### src/rtl/mandel_pkg.sv
// Shared types and default frame geometry for the Mandelbrot batch scheduler.
package mandel_pkg;
    localparam int PIXEL_DATA_WIDTH = 10;
    localparam int ITER_WIDTH       = 8;
    localparam int SCREEN_WIDTH     = 640;
    localparam int SCREEN_HEIGHT    = 480;
    localparam int NUM_ENGINES      = 8;

    typedef logic [PIXEL_DATA_WIDTH-1:0] coord_t;
    typedef logic [ITER_WIDTH-1:0]       iter_t;

    typedef enum logic [1:0] {
        IDLE,
        LAUNCH,
        WAIT,
        DRAIN
    } sched_state_e;
endpackage

### src/rtl/batch_coord_gen.sv
// Maps a batch base pixel to per-slot coordinates, slot validity, the next batch base
// and whether this batch contains the frame's final pixel. Purely combinational.
module batch_coord_gen #(
    parameter int PIXEL_DATA_WIDTH = mandel_pkg::PIXEL_DATA_WIDTH,
    parameter int SCREEN_WIDTH     = mandel_pkg::SCREEN_WIDTH,
    parameter int SCREEN_HEIGHT    = mandel_pkg::SCREEN_HEIGHT,
    parameter int NUM_ENGINES      = mandel_pkg::NUM_ENGINES
) (
    input  logic [PIXEL_DATA_WIDTH-1:0]                  base_x,
    input  logic [PIXEL_DATA_WIDTH-1:0]                  base_y,
    output logic [NUM_ENGINES-1:0][PIXEL_DATA_WIDTH-1:0] slot_x,
    output logic [NUM_ENGINES-1:0][PIXEL_DATA_WIDTH-1:0] slot_y,
    output logic [NUM_ENGINES-1:0]                       slot_valid,
    output logic [PIXEL_DATA_WIDTH-1:0]                  next_x,
    output logic [PIXEL_DATA_WIDTH-1:0]                  next_y,
    output logic                                         last_batch
);
    import mandel_pkg::*;

    localparam int PDW = PIXEL_DATA_WIDTH;
    localparam int EW  = PIXEL_DATA_WIDTH + 1;
    localparam logic [EW-1:0]  W_E = EW'(SCREEN_WIDTH);
    localparam logic [EW-1:0]  H_E = EW'(SCREEN_HEIGHT);
    localparam logic [PDW-1:0] W_C = PDW'(SCREEN_WIDTH);

    logic [NUM_ENGINES-1:0] slot_last;

    // Sums are widened by one bit so bx+i never overflows before the wrap compare.
    for (genvar i = 0; i < NUM_ENGINES; i++) begin : g_slot
        logic [EW-1:0] sum_x;
        logic [EW-1:0] ext_y;
        logic          wrap;

        assign sum_x         = {1'b0, base_x} + EW'(i);
        assign wrap          = (sum_x >= W_E);
        assign ext_y         = {1'b0, base_y} + EW'(wrap);
        assign slot_x[i]     = base_x + PDW'(i) - (wrap ? W_C : '0);
        assign slot_y[i]     = ext_y[PDW-1:0];
        assign slot_valid[i] = (ext_y < H_E);
        assign slot_last[i]  = slot_valid[i] && (ext_y == H_E - EW'(1))
                               && (slot_x[i] == W_C - PDW'(1));
    end

    logic [EW-1:0] next_sum;
    logic          next_wrap;

    assign next_sum   = {1'b0, base_x} + EW'(NUM_ENGINES);
    assign next_wrap  = (next_sum >= W_E);
    assign next_x     = base_x + PDW'(NUM_ENGINES) - (next_wrap ? W_C : '0);
    assign next_y     = base_y + PDW'(next_wrap);
    assign last_batch = |slot_last;
endmodule

### src/rtl/mandel_batch_scheduler.sv
// Frame sequencer: launches a batch of escape-time engines on consecutive raster pixels,
// collects their iteration counts, then streams results out in raster order.
module mandel_batch_scheduler #(
    parameter int PIXEL_DATA_WIDTH = mandel_pkg::PIXEL_DATA_WIDTH,
    parameter int SCREEN_WIDTH     = mandel_pkg::SCREEN_WIDTH,
    parameter int SCREEN_HEIGHT    = mandel_pkg::SCREEN_HEIGHT,
    parameter int NUM_ENGINES      = mandel_pkg::NUM_ENGINES,
    parameter int ITER_WIDTH       = mandel_pkg::ITER_WIDTH
) (
    input  logic                                         clk,
    input  logic                                         reset,
    input  logic                                         frame_start,
    output logic [NUM_ENGINES-1:0]                       eng_start,
    output logic [NUM_ENGINES-1:0][PIXEL_DATA_WIDTH-1:0] eng_x,
    output logic [NUM_ENGINES-1:0][PIXEL_DATA_WIDTH-1:0] eng_y,
    input  logic [NUM_ENGINES-1:0]                       eng_done,
    input  logic [NUM_ENGINES-1:0][ITER_WIDTH-1:0]       eng_iter,
    output logic                                         out_valid,
    input  logic                                         out_ready,
    output logic [ITER_WIDTH-1:0]                        out_iter,
    output logic [PIXEL_DATA_WIDTH-1:0]                  out_x,
    output logic [PIXEL_DATA_WIDTH-1:0]                  out_y,
    output logic                                         out_sof,
    output logic                                         out_eol,
    output logic                                         busy,
    output logic                                         frame_done
);
    import mandel_pkg::*;

    localparam int PDW   = PIXEL_DATA_WIDTH;
    localparam int N     = NUM_ENGINES;
    localparam int PTR_W = (NUM_ENGINES > 1) ? $clog2(NUM_ENGINES) : 1;

    sched_state_e                 state_q, state_d;
    logic [PDW-1:0]               bx_q, bx_d, by_q, by_d;
    logic [PDW-1:0]               nxt_bx_q, nxt_bx_d, nxt_by_q, nxt_by_d;
    logic                         last_q, last_d;
    logic [N-1:0]                 done_mask_q, done_mask_d;
    logic [N-1:0]                 slot_valid_q, slot_valid_d;
    logic [N-1:0][ITER_WIDTH-1:0] res_q, res_d;
    logic [PTR_W-1:0]             ptr_q, ptr_d;
    logic [N-1:0]                 eng_start_q, eng_start_d;
    logic [N-1:0][PDW-1:0]        eng_x_q, eng_x_d, eng_y_q, eng_y_d;
    logic                         frame_done_q, frame_done_d;
    logic                         launch;

    logic [N-1:0][PDW-1:0]        gen_x, gen_y;
    logic [N-1:0]                 gen_valid;
    logic [PDW-1:0]               gen_next_x, gen_next_y;
    logic                         gen_last;

    // Fed with the base being launched, so slot coords land in eng_x/eng_y on the LAUNCH edge.
    batch_coord_gen #(
        .PIXEL_DATA_WIDTH (PIXEL_DATA_WIDTH),
        .SCREEN_WIDTH     (SCREEN_WIDTH),
        .SCREEN_HEIGHT    (SCREEN_HEIGHT),
        .NUM_ENGINES      (NUM_ENGINES)
    ) u_coord_gen (
        .base_x     (bx_d),
        .base_y     (by_d),
        .slot_x     (gen_x),
        .slot_y     (gen_y),
        .slot_valid (gen_valid),
        .next_x     (gen_next_x),
        .next_y     (gen_next_y),
        .last_batch (gen_last)
    );

    // Valid slots are always a prefix, so the beat is last when the following slot is invalid.
    logic [N-1:0] more_valid;
    logic         beat_last;

    assign more_valid = slot_valid_q >> 1;
    assign beat_last  = !more_valid[ptr_q];

    always_comb begin
        state_d      = state_q;
        bx_d         = bx_q;
        by_d         = by_q;
        ptr_d        = ptr_q;
        frame_done_d = 1'b0;
        launch       = 1'b0;
        case (state_q)
            IDLE: begin
                if (frame_start) begin
                    state_d = LAUNCH;
                    bx_d    = '0;
                    by_d    = '0;
                    launch  = 1'b1;
                end
            end
            LAUNCH: state_d = WAIT;
            WAIT: begin
                if (&done_mask_q) begin
                    state_d = DRAIN;
                    ptr_d   = '0;
                end
            end
            DRAIN: begin
                if (out_ready) begin
                    if (beat_last) begin
                        ptr_d = '0;
                        if (last_q) begin
                            state_d      = IDLE;
                            frame_done_d = 1'b1;
                        end else begin
                            state_d = LAUNCH;
                            bx_d    = nxt_bx_q;
                            by_d    = nxt_by_q;
                            launch  = 1'b1;
                        end
                    end else begin
                        ptr_d = ptr_q + PTR_W'(1);
                    end
                end
            end
            default: state_d = IDLE;
        endcase
    end

    always_comb begin
        eng_start_d  = '0;
        eng_x_d      = eng_x_q;
        eng_y_d      = eng_y_q;
        slot_valid_d = slot_valid_q;
        done_mask_d  = done_mask_q;
        res_d        = res_q;
        last_d       = last_q;
        nxt_bx_d     = nxt_bx_q;
        nxt_by_d     = nxt_by_q;
        // Dones are accepted from the LAUNCH cycle onward; repeats and invalid slots are masked.
        for (int i = 0; i < N; i++) begin
            if ((state_q == LAUNCH || state_q == WAIT) && eng_done[i] && !done_mask_q[i]) begin
                res_d[i]       = eng_iter[i];
                done_mask_d[i] = 1'b1;
            end
        end
        if (launch) begin
            eng_start_d  = gen_valid;
            eng_x_d      = gen_x;
            eng_y_d      = gen_y;
            slot_valid_d = gen_valid;
            done_mask_d  = ~gen_valid;
            last_d       = gen_last;
            nxt_bx_d     = gen_next_x;
            nxt_by_d     = gen_next_y;
        end
    end

    always_ff @(posedge clk) begin
        if (reset) begin
            state_q      <= IDLE;
            bx_q         <= '0;
            by_q         <= '0;
            nxt_bx_q     <= '0;
            nxt_by_q     <= '0;
            last_q       <= 1'b0;
            done_mask_q  <= '0;
            slot_valid_q <= '0;
            res_q        <= '0;
            ptr_q        <= '0;
            eng_start_q  <= '0;
            eng_x_q      <= '0;
            eng_y_q      <= '0;
            frame_done_q <= 1'b0;
        end else begin
            state_q      <= state_d;
            bx_q         <= bx_d;
            by_q         <= by_d;
            nxt_bx_q     <= nxt_bx_d;
            nxt_by_q     <= nxt_by_d;
            last_q       <= last_d;
            done_mask_q  <= done_mask_d;
            slot_valid_q <= slot_valid_d;
            res_q        <= res_d;
            ptr_q        <= ptr_d;
            eng_start_q  <= eng_start_d;
            eng_x_q      <= eng_x_d;
            eng_y_q      <= eng_y_d;
            frame_done_q <= frame_done_d;
        end
    end

    assign out_valid  = (state_q == DRAIN);
    assign out_iter   = out_valid ? res_q[ptr_q]   : '0;
    assign out_x      = out_valid ? eng_x_q[ptr_q] : '0;
    assign out_y      = out_valid ? eng_y_q[ptr_q] : '0;
    assign out_sof    = out_valid && (out_x == '0) && (out_y == '0);
    assign out_eol    = out_valid && (out_x == PDW'(SCREEN_WIDTH - 1));
    assign busy       = (state_q != IDLE);
    assign frame_done = frame_done_q;
    assign eng_start  = eng_start_q;
    assign eng_x      = eng_x_q;
    assign eng_y      = eng_y_q;
endmodule

### config.mk
export PLATFORM = sky130hd
export DESIGN_NAME = mandel_batch_scheduler
export DESIGN_NICKNAME = d
export VERILOG_FILES = /design/src/rtl/mandel_pkg.sv /design/src/rtl/batch_coord_gen.sv /design/src/rtl/mandel_batch_scheduler.sv
export SDC_FILE = /design/constraint.sdc
export NUM_CORES = 1
export LEC_CHECK = 0
export ABC_AREA = 0
export BUFFER_PORTS_ARGS = -buffer_cell sky130_fd_sc_hd__buf_2
export CORE_MARGIN = 1.5
export CORE_UTILIZATION = 46
export DETAILED_ROUTE_END_ITERATION = 10
export GPL_TIMING_DRIVEN = 1
export PLACE_DENSITY = 0.67
export SYNTH_ARGS = -nofsm -noshare
export SYNTH_HDL_FRONTEND = slang
export SYNTH_SLANG_ARGS = --single-unit
export TNS_END_PERCENT = 5
### constraint.sdc
create_clock -name clk -period 8.25 [get_ports clk]
set_input_delay 1.2375 -clock clk [delete_from_list [all_inputs] [get_ports clk]]
set_output_delay 1.2375 -clock clk [all_outputs]
set_load 0.05 [all_outputs]
== Word-level counts from Yosys, hierarchy flattened ==
Index checks and enable logic that the tools add are counted.

* Reduce and logical (&&, ||, !) cells: 63
* Magnitude comparators: 18
* Shift-type cells: 0
* Add/subtract/negate cells: 35
* Divide/modulo/power cells: 0
* Multipliers: 0
* Multiplexer cells: 55
* Bitwise logic cells: 4
* Eq/ne operators: 24

{| class="wikitable"
|+ Operators with widths
! kind !! count
|-
| $mux W10 || 21
|-
| $eq A10 B10 Y1 const B || 9
|-
| $sub A10 B10 Y10 || 9
|-
| $add A10 B1 Y11 || 8
|-
| $eq A11 B9 Y1 const B || 8
|-
| $ge A11 B10 Y1 const B || 8
|-
| $lt A11 B9 Y1 const B || 8
|-
| $bmux W10 S3 || 2
|-
| $add A10 B3 Y11 const B || 4
|-
| $add A10 B3 Y10 const B || 4
|-
| $pmux W10 S2 || 2
|-
| $logic_and A1 B1 Y1 || 35
|-
| $bmux W8 S3 || 1
|-
| $mux W8 || 3
|-
| $add A10 B2 Y11 const B || 2
|-
| $add A10 B2 Y10 const B || 2
|-
| $logic_not A10 Y1 || 2
|-
| $reduce_bool A2 Y1 || 10
|-
| $mux W1 || 15
|-
| $add A10 B1 Y11 const B || 1
|-
| $add A10 B4 Y11 const B || 1
|-
| $add A10 B1 Y10 || 1
|-
| $add A10 B1 Y10 const B || 1
|-
| $add A10 B4 Y10 const B || 1
|-
| other kinds (24) || 41
|}

* Word-level logic and storage cells: 241
* Bits of input ports: 76
* ROM bits: 0
* Memories: 0
* Bits in writable memories: 0
* Register bits after elaboration: 295
* Latch bits: 0

== Depth between registers and ports, before layout ==
Gate-level depths: netlist (run 1).

* Word-level depth: 12
* Depth in mapped cells: 30
* Depth with buffers taken out: 28

== Modules after synthesis ==
From an unflattened synthesis (run 1), not the netlist that was laid out.

* Cells, all modules: 2114
* Area total of the unflattened synthesis: 17485.5 µm²

{| class="wikitable"
|+ By module, submodules not included
! module !! area each (µm²) !! instances !! cells each !! seq. area each (µm²)
|-
| mandel_batch_scheduler || 12583.3 || 1 || 1402 || 5885.6
|-
| batch_coord_gen || 4902.2 || 1 || 712 || 0.0
|}

== Worst setup path after synthesis (run 1) ==
OpenSTA, ideal clock, no wires.

* Path kind: input to register
* Start point: input frame_start
* End point: register last_q
* Arrival time: 6652 ps
* Slack: 1507 ps
* Stages: 27
* Buffers on the path: 4
* Cells stage by stage: and2b_1 or3_1 clkbuf_1 buf_2 buf_6 a32oi_1 inv_1 ha_1 clkbuf_1 nand3_1 nor2_1 a32oi_1 or2_2 nand2_1 o221ai_1 o21ai_0 inv_1 ha_1 ha_1 a21oi_1 xnor2_1 xnor2_1 nor4b_1 and4_1 nand4b_1 o311a_1 a311oi_1

* Word-level cells in the longest chain between the ends: 9
* Elaborated cells on any way between the ends: 93

{| class="wikitable"
|+ RTL lines
! element !! line !! RTL
|-
| from (decl) || mandel_batch_scheduler.sv:12 || <nowiki>input logic frame_start,</nowiki>
|-
| $mux W10 (*) || mandel_batch_scheduler.sv:85 || <nowiki>if (frame_start) begin</nowiki>
|-
| $pmux W10 S2 (*) || mandel_batch_scheduler.sv:83 || <nowiki>case (state_q)</nowiki>
|-
| net bx_d[2] || mandel_batch_scheduler.sv:35 || <nowiki>logic [PDW-1:0] bx_q, bx_d, by_q, by_d;</nowiki>
|-
| $add A10 B1 Y11, or another cell as far along || batch_coord_gen.sv:34 || <nowiki>assign sum_x = {1'b0, base_x} + EW'(i);</nowiki>
|-
| $ge A11 B10 Y1 || batch_coord_gen.sv:35 || <nowiki>assign wrap = (sum_x >= W_E);</nowiki>
|-
| $add A10 B1 Y11 or $mux W10 (tied branches) || batch_coord_gen.sv:36, batch_coord_gen.sv:37 ||
|-
| $lt A11 B9 Y1, or another cell as far along || batch_coord_gen.sv:39 || <nowiki>assign slot_valid[i] = (ext_y < H_E);</nowiki>
|-
| $logic_and A1 B1 Y1 or $eq A10 B10 Y1 (tied branches) || batch_coord_gen.sv:40, batch_coord_gen.sv:41 ||
|-
| $logic_and A1 B1 Y1 || batch_coord_gen.sv:41 || <nowiki>&& (slot_x[i] == W_C - PDW'(1));</nowiki>
|-
| $reduce_or A8 Y1 (*) || batch_coord_gen.sv:51 || <nowiki>assign last_batch = |slot_last;</nowiki>
|-
| to (signal assigned) || mandel_batch_scheduler.sv:172 || <nowiki>last_q <= last_d;</nowiki>
|-
| to (decl) || mandel_batch_scheduler.sv:37 || <nowiki>logic last_q, last_d;</nowiki>
|}

Mark *: on every way through the listed nets, which the timed path passes. The rest lies on a longest branch.
A chain may end at the register's enable or synchronous reset.

== Worst setup path in the final report (run 1) ==
* Start point: register state_q[0]
* End point: register last_q

* Word-level cells in the longest chain between the ends: 9
* Elaborated cells on any way between the ends: 92

{| class="wikitable"
|+ RTL lines
! element !! line !! RTL
|-
| from (decl) || mandel_batch_scheduler.sv:34 || <nowiki>sched_state_e state_q, state_d;</nowiki>
|-
| from (signal assigned) || mandel_batch_scheduler.sv:167 || <nowiki>state_q <= state_d;</nowiki>
|-
| $eq A2 B2 Y1 or $logic_not A2 Y1 (tied branches) || mandel_batch_scheduler.sv:83 ||
|-
| $pmux W10 S2 (*) || mandel_batch_scheduler.sv:83 ||
|-
| net bx_d[5] || mandel_batch_scheduler.sv:35 ||
|-
| $add A10 B1 Y11, or another cell as far along || batch_coord_gen.sv:34 ||
|-
| $ge A11 B10 Y1 || batch_coord_gen.sv:35 ||
|-
| $add A10 B1 Y11 or $mux W10 (tied branches) || batch_coord_gen.sv:36, batch_coord_gen.sv:37 ||
|-
| $lt A11 B9 Y1, or another cell as far along || batch_coord_gen.sv:39 ||
|-
| $logic_and A1 B1 Y1 or $eq A10 B10 Y1 (tied branches) || batch_coord_gen.sv:40, batch_coord_gen.sv:41 ||
|-
| $logic_and A1 B1 Y1 || batch_coord_gen.sv:41 ||
|-
| $reduce_or A8 Y1 (*) || batch_coord_gen.sv:51 ||
|}

Marks and branches as above.

==> impl_metrics.tcl, run 1 <==
set metrics [dict create \
    power.density_nw_per_um2 274.2 \
    antenna_found_initial 4 \
    place_congestion 1.050 \
    synth_largest_area_cell "dfxtp_1" \
    yosysWarnings 0 \
    r2r_cells 23 \
    fin_worst_skew_ns 0.01617 \
    core_area_um2 35570 \
    avgSynthCellArea_um2 8.608 \
    clkTransAtPathRegs_ns 0.07 \
    setup_viol_count_final 0 \
    cp-end-kind "flop" \
    synthMuxAreaShare_pct 13.21 \
    rrSetupSlack_ns 0.70 \
    path_class "reg -> reg" \
    hold_class "reg -> reg" \
    reg2reg_from "state_q[0]$_SDFFE_PP0P_" \
    synth_commonest_cells "dfxtp_1 (282), nand2_1 (259), nor2_1 (232), a21oi_1 (186), xnor2_1 (105)" \
    via_per_inst 6.060 \
    worstPathArrival_ns 8.06 \
    rows 69 \
    grt-ovfl-total 0 \
    drtIter0Drc 1381 \
    cts.sinks 282 \
    nets 2260 \
    synth_top_area_share_pct 33.89 \
    ys_seq_area_share_pct 33.89 \
    wl_met2_um 29200 \
    finalSetupTns_ns 0 \
    num_vias 15769 \
    timing.fmax_mhz 132.4 \
    regArea_um2 5652 \
    die_x_um 193.3 \
    synth_top_family_by_area "simple AND/OR/NAND/NOR gates" \
    antenna_left 0 \
    initial_utilization_pct 46.83 \
    yosysMostFrequentCell "dfxtp_1" \
    synthCells 1935 \
    die-height_um 193.3 \
    power.leakage_nw 7.891 \
    p_sw_mw 2.302 \
    grt_use_total_pct 32.69 \
    highest_layer "met5" \
    clockPowerShare_pct 26.4 \
    cts_max_level 1 \
    first_global_vias 14692 \
    switching_share_pct 43.89 \
    synth_compound_area_share_pct 16.24 \
    wirelength_um 63300 \
    worstSetupStartpointType "flop" \
    clk_latency_ns 0.60 \
    tritoncts "built" \
    rsz0062_at_grt "no" \
    required_ns 8.76 \
    pin_count 277 \
    finalCoreUtilization_pct 53.78 \
    holdPathEnd "slot_valid_q[6]$_SDFFE_PP0P_" \
    slew-limit-headroom_pct 24.55 \
    drtPass1Iterations 6 \
    synth-xor-area-share_pct 6.573 \
    r2r_end "last_q$_SDFFE_PP0P_" \
    slew_viol_final 0 \
    synth_nets 2083 \
    hold_start "slot_valid_q[6]$_SDFFE_PP0P_" \
    cts_root_buf "clkbuf_16" \
    final.period_utilization_pct 91.56 \
    post-route-drc-count 0 \
    status "complete, no violations" \
    ys_async_sr_fraction_pct 0 \
    cts_max_path_buffers 3 \
    grt_pass1_wl_um 94270 \
    peakVddDrop_mv 0.2541 \
    synth-simple-area-share_pct 18.98 \
    worstPathMaxFanout 21 \
    pwr-share-comb_pct 39.0 \
    synth_area_leaders "dfxtp_1 (34%), mux4_2 (7.2%), nand2_1 (5.8%), mux2i_1 (5.8%), a21oi_1 (5.6%)" \
    synthAdderAreaFrac_pct 5.559 \
    dr_wl_met3_um 4843 \
    syn_to_final_growth_pct 14.84 \
    cts_buffers 31 \
    synth_edf_count 0 \
    grt_max_degree 114 \
    dpl.hpwl_um 48260 \
    io_buffer_count 276 \
    ys_ff_latch 282 \
    p_int_mw 2.943 \
    synth_area_um2 16660 \
    pwr-share-seq_pct 34.6 \
    drive_gt1_share_pct 21.29 \
    hold_viol 0 \
    synth_cell_types 84 \
    dominantRegCellSynth "dfxtp_1" \
    fp.dieArea_um2 37360 \
    wire_per_inst_um 24.33 \
    multi_input_area_um2 10120 \
    fillCellCount 3406 \
    wl_met1_um 26030 \
    cts_setup_buffers 0 \
    min_period_ns 7.554 \
    maxCapViolCount 0 \
    worstMarginPinSlew_ns 1.132 \
    min_path_cells 2 \
]
layer usage:
layer	track usage (%)	vias to the layer above
met3	5.858	145
li1	-	7220
met1	42.71	7656
met2	52.71	744
met5	0	-
met4	14.73	4
placed cells by master, fill, tap and decap left out, types with 8 or more instances in the layout:
cell type  instances
mux2i_1           96
dfxtp_1          279
nor2_1           232
o21bai_1           8
inv_1             40
nand2b_1          11
clkbuf_1           9
a21oi_1          186
and2_1            16
mux4_2            53
a21o_1            12
a31oi_1           13
clkbuf_16         31
nor3_1            25
nand3b_1          13
nor4_1            15
nand2_1          259
and4_1             8
ha_1              70
xor2_1            20
o22ai_1            8
a211oi_1          52
nand4_1           27
xnor2_1          105
buf_4             28
buf_2            275
nand3_1           24
a32o_1             8
o21ai_0           42
and3_1            11
nor2b_1            8
how the worst max path moves through the flow:
stage	from	to	slack [ns]
2_1_floorplan	frame_start	last_q$_SDFFE_PP0P_	1.51
5_1_grt	state_q[0]$_SDFFE_PP0P_	last_q$_SDFFE_PP0P_	0.26
6_report	state_q[0]$_SDFFE_PP0P_	last_q$_SDFFE_PP0P_	0.70
4_1_cts	state_q[0]$_SDFFE_PP0P_	last_q$_SDFFE_PP0P_	0.52
3_3_place_gp	frame_start	last_q$_SDFFE_PP0P_	0.31
3_5_place_dp	frame_start	last_q$_SDFFE_PP0P_	0.26
final cells by class:
| class | count | share of cell area, % |
|---|---|---|
| clock inverters | 12 | 0.6018 |
| multi-input cells | 1450 | 52.91 |
| diodes | 4 | 0.05233 |
| repair buffers | 304 | 8.366 |
| flip-flops and latches | 282 | 29.55 |
| clock buffers | 46 | 4.664 |
| well taps | 461 | 3.015 |
| inverters | 43 | 0.8438 |
registers in the layout (all words and copies together) (netlist names):
signal        cells
nxt_bx_q         10
bx_q             10
nxt_by_q         10
by_q             10
eng_x            68
ptr_q             3
res_q            64
last_q            1
eng_y            80
state_q           2
eng_start         8
slot_valid_q      7
done_mask_q       8
frame_done        1
critical path, cell delays in order, from the launching register on:
cell,delay [ns]
dfxtp_1,0.37
inv_1,0.08
ha_1,0.59
or3_1,0.81
and2_1,0.44
a22oi_1,0.48
inv_1,0.22
ha_1,0.31
nand3_1,0.10
nor2_1,0.04
a32oi_1,0.36
nor3b_2,0.32
a2bb2oi_1,0.11
a22oi_2,0.27
inv_1,0.08
ha_1,0.30
ha_1,0.37
xnor2_1,0.51
nand4_1,0.28
nor4_2,0.54
nand4b_1,0.17
nor4b_1,0.41
nor4_1,0.09
a311oi_1,0.21
logic make-up (layout without fill, tap and decap cells):
kind of cell | after synthesis | in the layout
buffers and inverters | 203 | 405
and+or+nand+nor | 688 | 688
AOI/OAI and AO/OA | 411 | 411
other | 0 | 4
adders and majority gates | 73 | 73
DFF | 282 | 282
muxes | 153 | 153
xor gates and xnor gates | 125 | 125
power groups by stage:
| stage | logic [mW] | registers (mW) | clock network [mW] |
|---|---|---|---|
| 2_1_floorplan | 1.19 | 2.19 | 0 |
| 3_3_place_gp | 2.01 | 1.83 | 0 |
| 3_5_place_dp | 2.03 | 1.84 | 0 |
| 4_1_cts | 2.04 | 1.81 | 1.41 |
| 5_1_grt | 2.18 | 1.84 | 1.45 |
| 6_report | 2.05 | 1.81 | 1.39 |
stage by stage:
stage | total power, mW | instances | setup WS [ns] | hold WS, ns | cell area (um^2)
after detailed placement | 3.871 | 2540 | 0.2636 | 0.4464 | 18100
after CTS | 5.256 | 2598 | 0.5189 | 0.4550 | 19110
after global routing | 5.470 | 2600 | 0.2631 | 0.4735 | 19120
after floorplan | 3.383 | 1935 | 1.507 | 0.4313 | 16660
after global placement | 3.844 | 2540 | 0.3116 | 0.4431 | 18100
final | 5.245 | 2602 | 0.6965 | 0.4583 | 19130
timing repair:
item                                    CTS  global route
endpoints found under the hold margin     0             0
hold buffers                              0             0
resized for setup                         0             1
endpoints found under the setup margin    0             1
No activity file was read; power rests on OpenSTA's default activity.
==> run 2, diff against run 1 <==
--- a/config.mk
+++ b/config.mk
@@ -8,10 +8,9 @@
 export ABC_AREA = 0
 export BUFFER_PORTS_ARGS = -buffer_cell sky130_fd_sc_hd__buf_2
 export CORE_MARGIN = 1.5
-export CORE_UTILIZATION = 46
+export CORE_UTILIZATION = 35
 export DETAILED_ROUTE_END_ITERATION = 10
 export GPL_TIMING_DRIVEN = 1
-export PLACE_DENSITY = 0.67
 export SYNTH_ARGS = -nofsm -noshare
 export SYNTH_HDL_FRONTEND = slang
 export SYNTH_SLANG_ARGS = --single-unit
==> run 2 against run 1 <==
Against the previous run: utilization fell by 12 points; fmax grew 5.8%; non-clock buffer count increased by 5; critical path depth is 2 higher; setup slack better by 0.41 ns; global-route usage is 5.8 points lower; largest power group unchanged; combinational power hardly changed; sequential share of layout area fell by 0.47 points; via count fell by 1.2%; die area is 31% higher; clock skew increased by 0.0045 ns.
==> impl_metrics.tcl, run 2 (synthesis gave the netlist of run 1 again) <==
set metrics [dict create \
    first_global_vias 14899 \
    syn_to_final_growth_pct 16.69 \
    hold_class "reg -> reg" \
    grt-ovfl-total 0 \
    cp-end-kind "flop" \
    cts.sinks 282 \
    cts_resized 0 \
    cts_max_path_buffers 3 \
    nets 2268 \
    timing.fmax_mhz 140.1 \
    status "complete, no violations" \
    die-height_um 221.1 \
    rrSetupSlack_ns 1.11 \
    final_cell_mix "dfxtp_1 (279), buf_2 (275), nand2_1 (259)" \
    rows 79 \
    num_vias 15585 \
    fin_worst_skew_ns 0.02065 \
    final.period_utilization_pct 86.54 \
    cts_root_buf "clkbuf_16" \
    r2r_cells 25 \
    antenna_left 0 \
    wirelength_um 67400 \
    power.leakage_nw 7.952 \
    antenna_found_initial 4 \
    regArea_um2 5652 \
    slew-limit-headroom_pct 19.19 \
    clockPowerShare_pct 28.0 \
    grt_max_degree 111 \
    pwr-share-seq_pct 33.9 \
    switching_share_pct 43.41 \
    tritoncts "built" \
    pin_count 277 \
    required_ns 8.71 \
    crit_top_cell "ha_1" \
    finalSetupTns_ns 0 \
    pre_cts_slack_ns 1.042 \
    worstPathMaxFanout 32 \
    initial_utilization_pct 35.63 \
    cpPeakStageDelay_ns 0.63 \
    p_sw_mw 2.335 \
    path_class "reg -> reg" \
    largest_register_ffs 80 \
    rsz0062_at_grt "no" \
    fp.dieArea_um2 48910 \
    cts_hold_buffers 0 \
    maxCapViolCount 0 \
    drtIter0Drc 1557 \
    slew_viol_final 0 \
    drtPass1Iterations 6 \
    r2r_end "last_q$_SDFFE_PP0P_" \
    worstMarginPinSlew_ns 1.203 \
    wire_per_inst_um 24.53 \
    cts_max_level 2 \
    io_buffer_count 276 \
    timing.final.ws_setup_ns 1.111 \
    numPlacedInstances 2691 \
    p_int_mw 3.044 \
    clk_latency_ns 0.57 \
    pwr-share-comb_pct 38.2 \
    layout_commonest_cell "dfxtp_1" \
    clkTransAtPathRegs_ns 0.06 \
    fillCellCount 4739 \
    min_period_ns 7.139 \
    worstSetupStartpointType "flop" \
    die_x_um 221.1 \
    final_cells 2748 \
    grt_pass1_wl_um 99450 \
    power.density_nw_per_um2 276.8 \
    cp_slowest_cell "nor4_1" \
    core_area_um2 46750 \
    setup_viol_count_final 0 \
    dpl.hpwl_um 52020 \
    setup.worst_path.end "last_q$_SDFFE_PP0P_" \
    post-route-drc-count 0 \
    cts_buffers 34 \
    cts_setup_buffers 0 \
    place_congestion 0.9761 \
    via_per_inst 5.671 \
    drive_gt1_share_pct 21.45 \
    grt_use_total_pct 26.87 \
    hold_viol 0 \
    worstPathArrival_ns 7.59 \
    fin_hold_ws_ns 0.4601 \
    multi_input_area_um2 10110 \
    peakVddDrop_mv 0.2970 \
    reg2reg_from "state_q[0]$_SDFFE_PP0P_" \
    cp-startpoint "state_q[0]$_SDFFE_PP0P_" \
]
-- run 2: power groups by stage --
stage	registers, mW	logic [mW]	clock network, mW
after floorplan	2.19	1.19	0
after global placement	1.84	2.03	0
after detailed placement	1.84	2.05	0
after CTS	1.82	2.05	1.54
after global routing	1.85	2.20	1.59
final	1.82	2.05	1.50
-- run 2: routing by layer --
metal | up-vias | wire (um) | global-route usage (%)
met5 | - | 13 | 0
met4 | 2 | 2002 | 8.098
met3 | 121 | 4410 | 5.006
met2 | 566 | 32120 | 44.78
met1 | 7672 | 28860 | 35.22
li1 | 7224 | - | -
-- run 2: worst min-delay path by stage --
stage	slack, ns	from	endpoint	depth (start not counted)
2_1_floorplan	0.43	nxt_bx_q[7]$_SDFFE_PP0P_	nxt_bx_q[7]$_SDFFE_PP0P_	2
3_3_place_gp	0.44	nxt_by_q[0]$_SDFFE_PP0P_	nxt_by_q[0]$_SDFFE_PP0P_	2
3_5_place_dp	0.45	slot_valid_q[6]$_SDFFE_PP0P_	slot_valid_q[6]$_SDFFE_PP0P_	2
4_1_cts	0.46	slot_valid_q[6]$_SDFFE_PP0P_	slot_valid_q[6]$_SDFFE_PP0P_	2
5_1_grt	0.47	slot_valid_q[6]$_SDFFE_PP0P_	slot_valid_q[6]$_SDFFE_PP0P_	2
6_report	0.46	slot_valid_q[6]$_SDFFE_PP0P_	slot_valid_q[6]$_SDFFE_PP0P_	2
-- run 2: critical path: cells and delay by family, from the launching register on --
kind	cells	cell delay, ns
and+or+nand+nor	8	2.30
AOI/OAI and AO/OA	9	2.27
buffers and inverters	3	0.38
xor gates and xnor gates	1	0.16
DFF	1	0.37
adders and majority gates	4	1.52
-- run 2: cell type report --
class | instances | share of cell area (%)
Multi-Input combinational cell | 1450 | 52.04
Sequential cell | 282 | 29.08
Timing Repair Buffer | 309 | 8.427
Clock buffer | 47 | 4.938
Tap cell | 607 | 3.908
Inverter | 43 | 0.8304
Clock inverter | 9 | 0.7661
Antenna cell | 1 | 0.01288
-- run 2: through the flow --
stage               total power, mW  area [um^2]  util [%]
floorplan                     3.383        16660         -
global placement              3.866        18330     39.20
detailed placement            3.891        18330     39.20
CTS                           5.405        19430     41.57
global route                  5.643        19430     41.57
finish                        5.379        19440     41.57
==> run 3, diff against run 2 <==
--- a/config.mk
+++ b/config.mk
@@ -11,6 +11,7 @@
 export CORE_UTILIZATION = 35
 export DETAILED_ROUTE_END_ITERATION = 10
 export GPL_TIMING_DRIVEN = 1
+export REMOVE_ABC_BUFFERS = 1
 export SYNTH_ARGS = -nofsm -noshare
 export SYNTH_HDL_FRONTEND = slang
 export SYNTH_SLANG_ARGS = --single-unit
==> run 3 against run 2 <==
Against the previous run: die area stayed put; highest routed layer unchanged; total power decreased by 0.62%; first-iteration DRC count shrank 11%; fmax rose by 1.2%; utilization hardly changed; sequential power hardly changed.
==> impl_metrics.tcl, run 3 (synthesis gave the netlist of run 1 again) <==
set metrics [dict create \
    via_per_inst 5.630 \
    rows 79 \
    timing.fmax_mhz 141.8 \
    layout_commonest_cell "dfxtp_1" \
    worstPathMaxFanout 21 \
    cts.sinks 282 \
    drtIter0Drc 1389 \
    rrSetupSlack_ns 1.20 \
    status "complete, no violations" \
    wirelength_um 67000 \
    tritoncts "built" \
    num_vias 15517 \
    cts_max_level 2 \
    cts_max_path_buffers 3 \
    nets 2272 \
    reg2reg_from "state_q[1]$_SDFFE_PP0P_" \
    slew-limit-headroom_pct 25.93 \
    place_congestion 0.9594 \
    drive_gt1_share_pct 21.65 \
    fin_worst_skew_ns 0.02735 \
    initial_utilization_pct 35.63 \
    hold_viol 0 \
    pin_count 277 \
    grt_max_degree 135 \
    power.leakage_nw 7.965 \
    cts_root_buf "clkbuf_16" \
    finalSetupTns_ns 0 \
    io_buffer_count 276 \
    first_global_vias 14782 \
    wire_per_inst_um 24.31 \
    cp-end-kind "flop" \
    fp.dieArea_um2 48910 \
    finalCoreUtilization_pct 41.60 \
    holdPathEnd "nxt_bx_q[7]$_SDFFE_PP0P_" \
    hold_start "nxt_bx_q[7]$_SDFFE_PP0P_" \
    cts_setup_buffers 0 \
    setup_viol_count_final 0 \
    hold_class "reg -> reg" \
    cts_hold_buffers 0 \
    min_path_cells 2 \
    post-route-drc-count 0 \
    slew_viol_final 0 \
    clkTransAtPathRegs_ns 0.06 \
    r2r_end "last_q$_SDFFE_PP0P_" \
    dpl.hpwl_um 50740 \
    final.period_utilization_pct 85.47 \
    maxCapViolCount 0 \
    worstPathArrival_ns 7.51 \
    min_period_ns 7.051 \
    rsz0062_at_grt "no" \
    die_x_um 221.1 \
    required_ns 8.71 \
    grt_use_total_pct 26.48 \
    core_area_um2 46750 \
    drtPass1Iterations 5 \
    clk_latency_ns 0.56 \
    cts_resized 0 \
    peakVddDrop_mv 0.2603 \
    antenna_found_initial 1 \
    grt_pass1_wl_um 97920 \
    path_class "reg -> reg" \
    power.density_nw_per_um2 274.8 \
    syn_to_final_growth_pct 16.78 \
    cts_buffers 34 \
    worstMarginPinSlew_ns 1.111 \
    largest_register_ffs 80 \
    worstSetupStartpointType "flop" \
    fin_hold_ws_ns 0.4616 \
    die-height_um 221.1 \
    grt-ovfl-total 0 \
    antenna_left 0 \
    r2r_cells 27 \
    final_cell_mix "dfxtp_1 (279), buf_2 (275), nand2_1 (259)" \
]
[run 3: how the worst max path moves through the flow]
stage	startpoint	to	slack [ns]	cells past startpoint
final	state_q[1]$_SDFFE_PP0P_	last_q$_SDFFE_PP0P_	1.20	27
after floorplan	ptr_q[0]$_SDFFE_PP0P_	last_q$_SDFFE_PP0P_	-3.02	7
after global placement	frame_start	last_q$_SDFFE_PP0P_	1.20	26
after detailed placement	frame_start	last_q$_SDFFE_PP0P_	1.11	26
after global routing	state_q[1]$_SDFFE_PP0P_	last_q$_SDFFE_PP0P_	0.70	27
after CTS	state_q[0]$_SDFFE_PP0P_	last_q$_SDFFE_PP0P_	1.32	28
[run 3: final cells by class]
type / count / area (um^2)
clock buffers: 47 / 949.7
flip-flops and latches: 282 / 5652
well taps: 607 / 759.5
diodes: 1 / 2.502
repair buffers: 313 / 1668
inverters: 43 / 161.4
multi-input cells: 1450 / 10110
fillers: 4746 / 27300
clock inverters: 13 / 148.9
[run 3: per-stage QoR]
| stage | total power [mW] | area [um^2] | instances | worst slack [ns] |
|---|---|---|---|---|
| 2_1_floorplan | 3.337 | 15890 | 1775 | -3.017 |
| 3_3_place_gp | 3.859 | 18350 | 2695 | 1.203 |
| 3_5_place_dp | 3.889 | 18350 | 2695 | 1.114 |
| 4_1_cts | 5.381 | 19450 | 2755 | 1.318 |
| 5_1_grt | 5.601 | 19450 | 2755 | 0.6966 |
| 6_report | 5.346 | 19450 | 2756 | 1.199 |
[run 3: critical path, stage by stage, from the launching register on]
cell and delay (ns):
dfxtp_1 0.41, inv_1 0.07, ha_1 0.59, nor2_1 0.35, nand3_1 0.25, a21oi_2 0.72, a32oi_1 0.10, buf_4 0.26
inv_1 0.24, ha_1 0.39, nand3_1 0.12, nor2_1 0.10, a32oi_1 0.13, or2_2 0.38, nand2_1 0.12, o221ai_1 0.12
o21ai_0 0.18, inv_1 0.09, ha_1 0.30, ha_1 0.34, a21oi_1 0.18, xnor2_1 0.15, xnor2_1 0.16, nor4b_1 0.23
and4_1 0.27, nand4b_1 0.11, o311a_1 0.33, a311oi_1 0.25
[run 3: per-layer routing]
metal	part of all wire (%)	global-route usage [%]
met3	6.3	4.156
met4	4.6	12.32
met5	0.046	0
met2	48	44.14
met1	42	33.56
[run 3: power by group]
group	leakage [nW]	internal, mW	total [mW]	switching [mW]
clock network	0.528	0.849	1.48	0.631
logic	5.14	0.551	2.05	1.50
registers	2.29	1.61	1.82	0.206
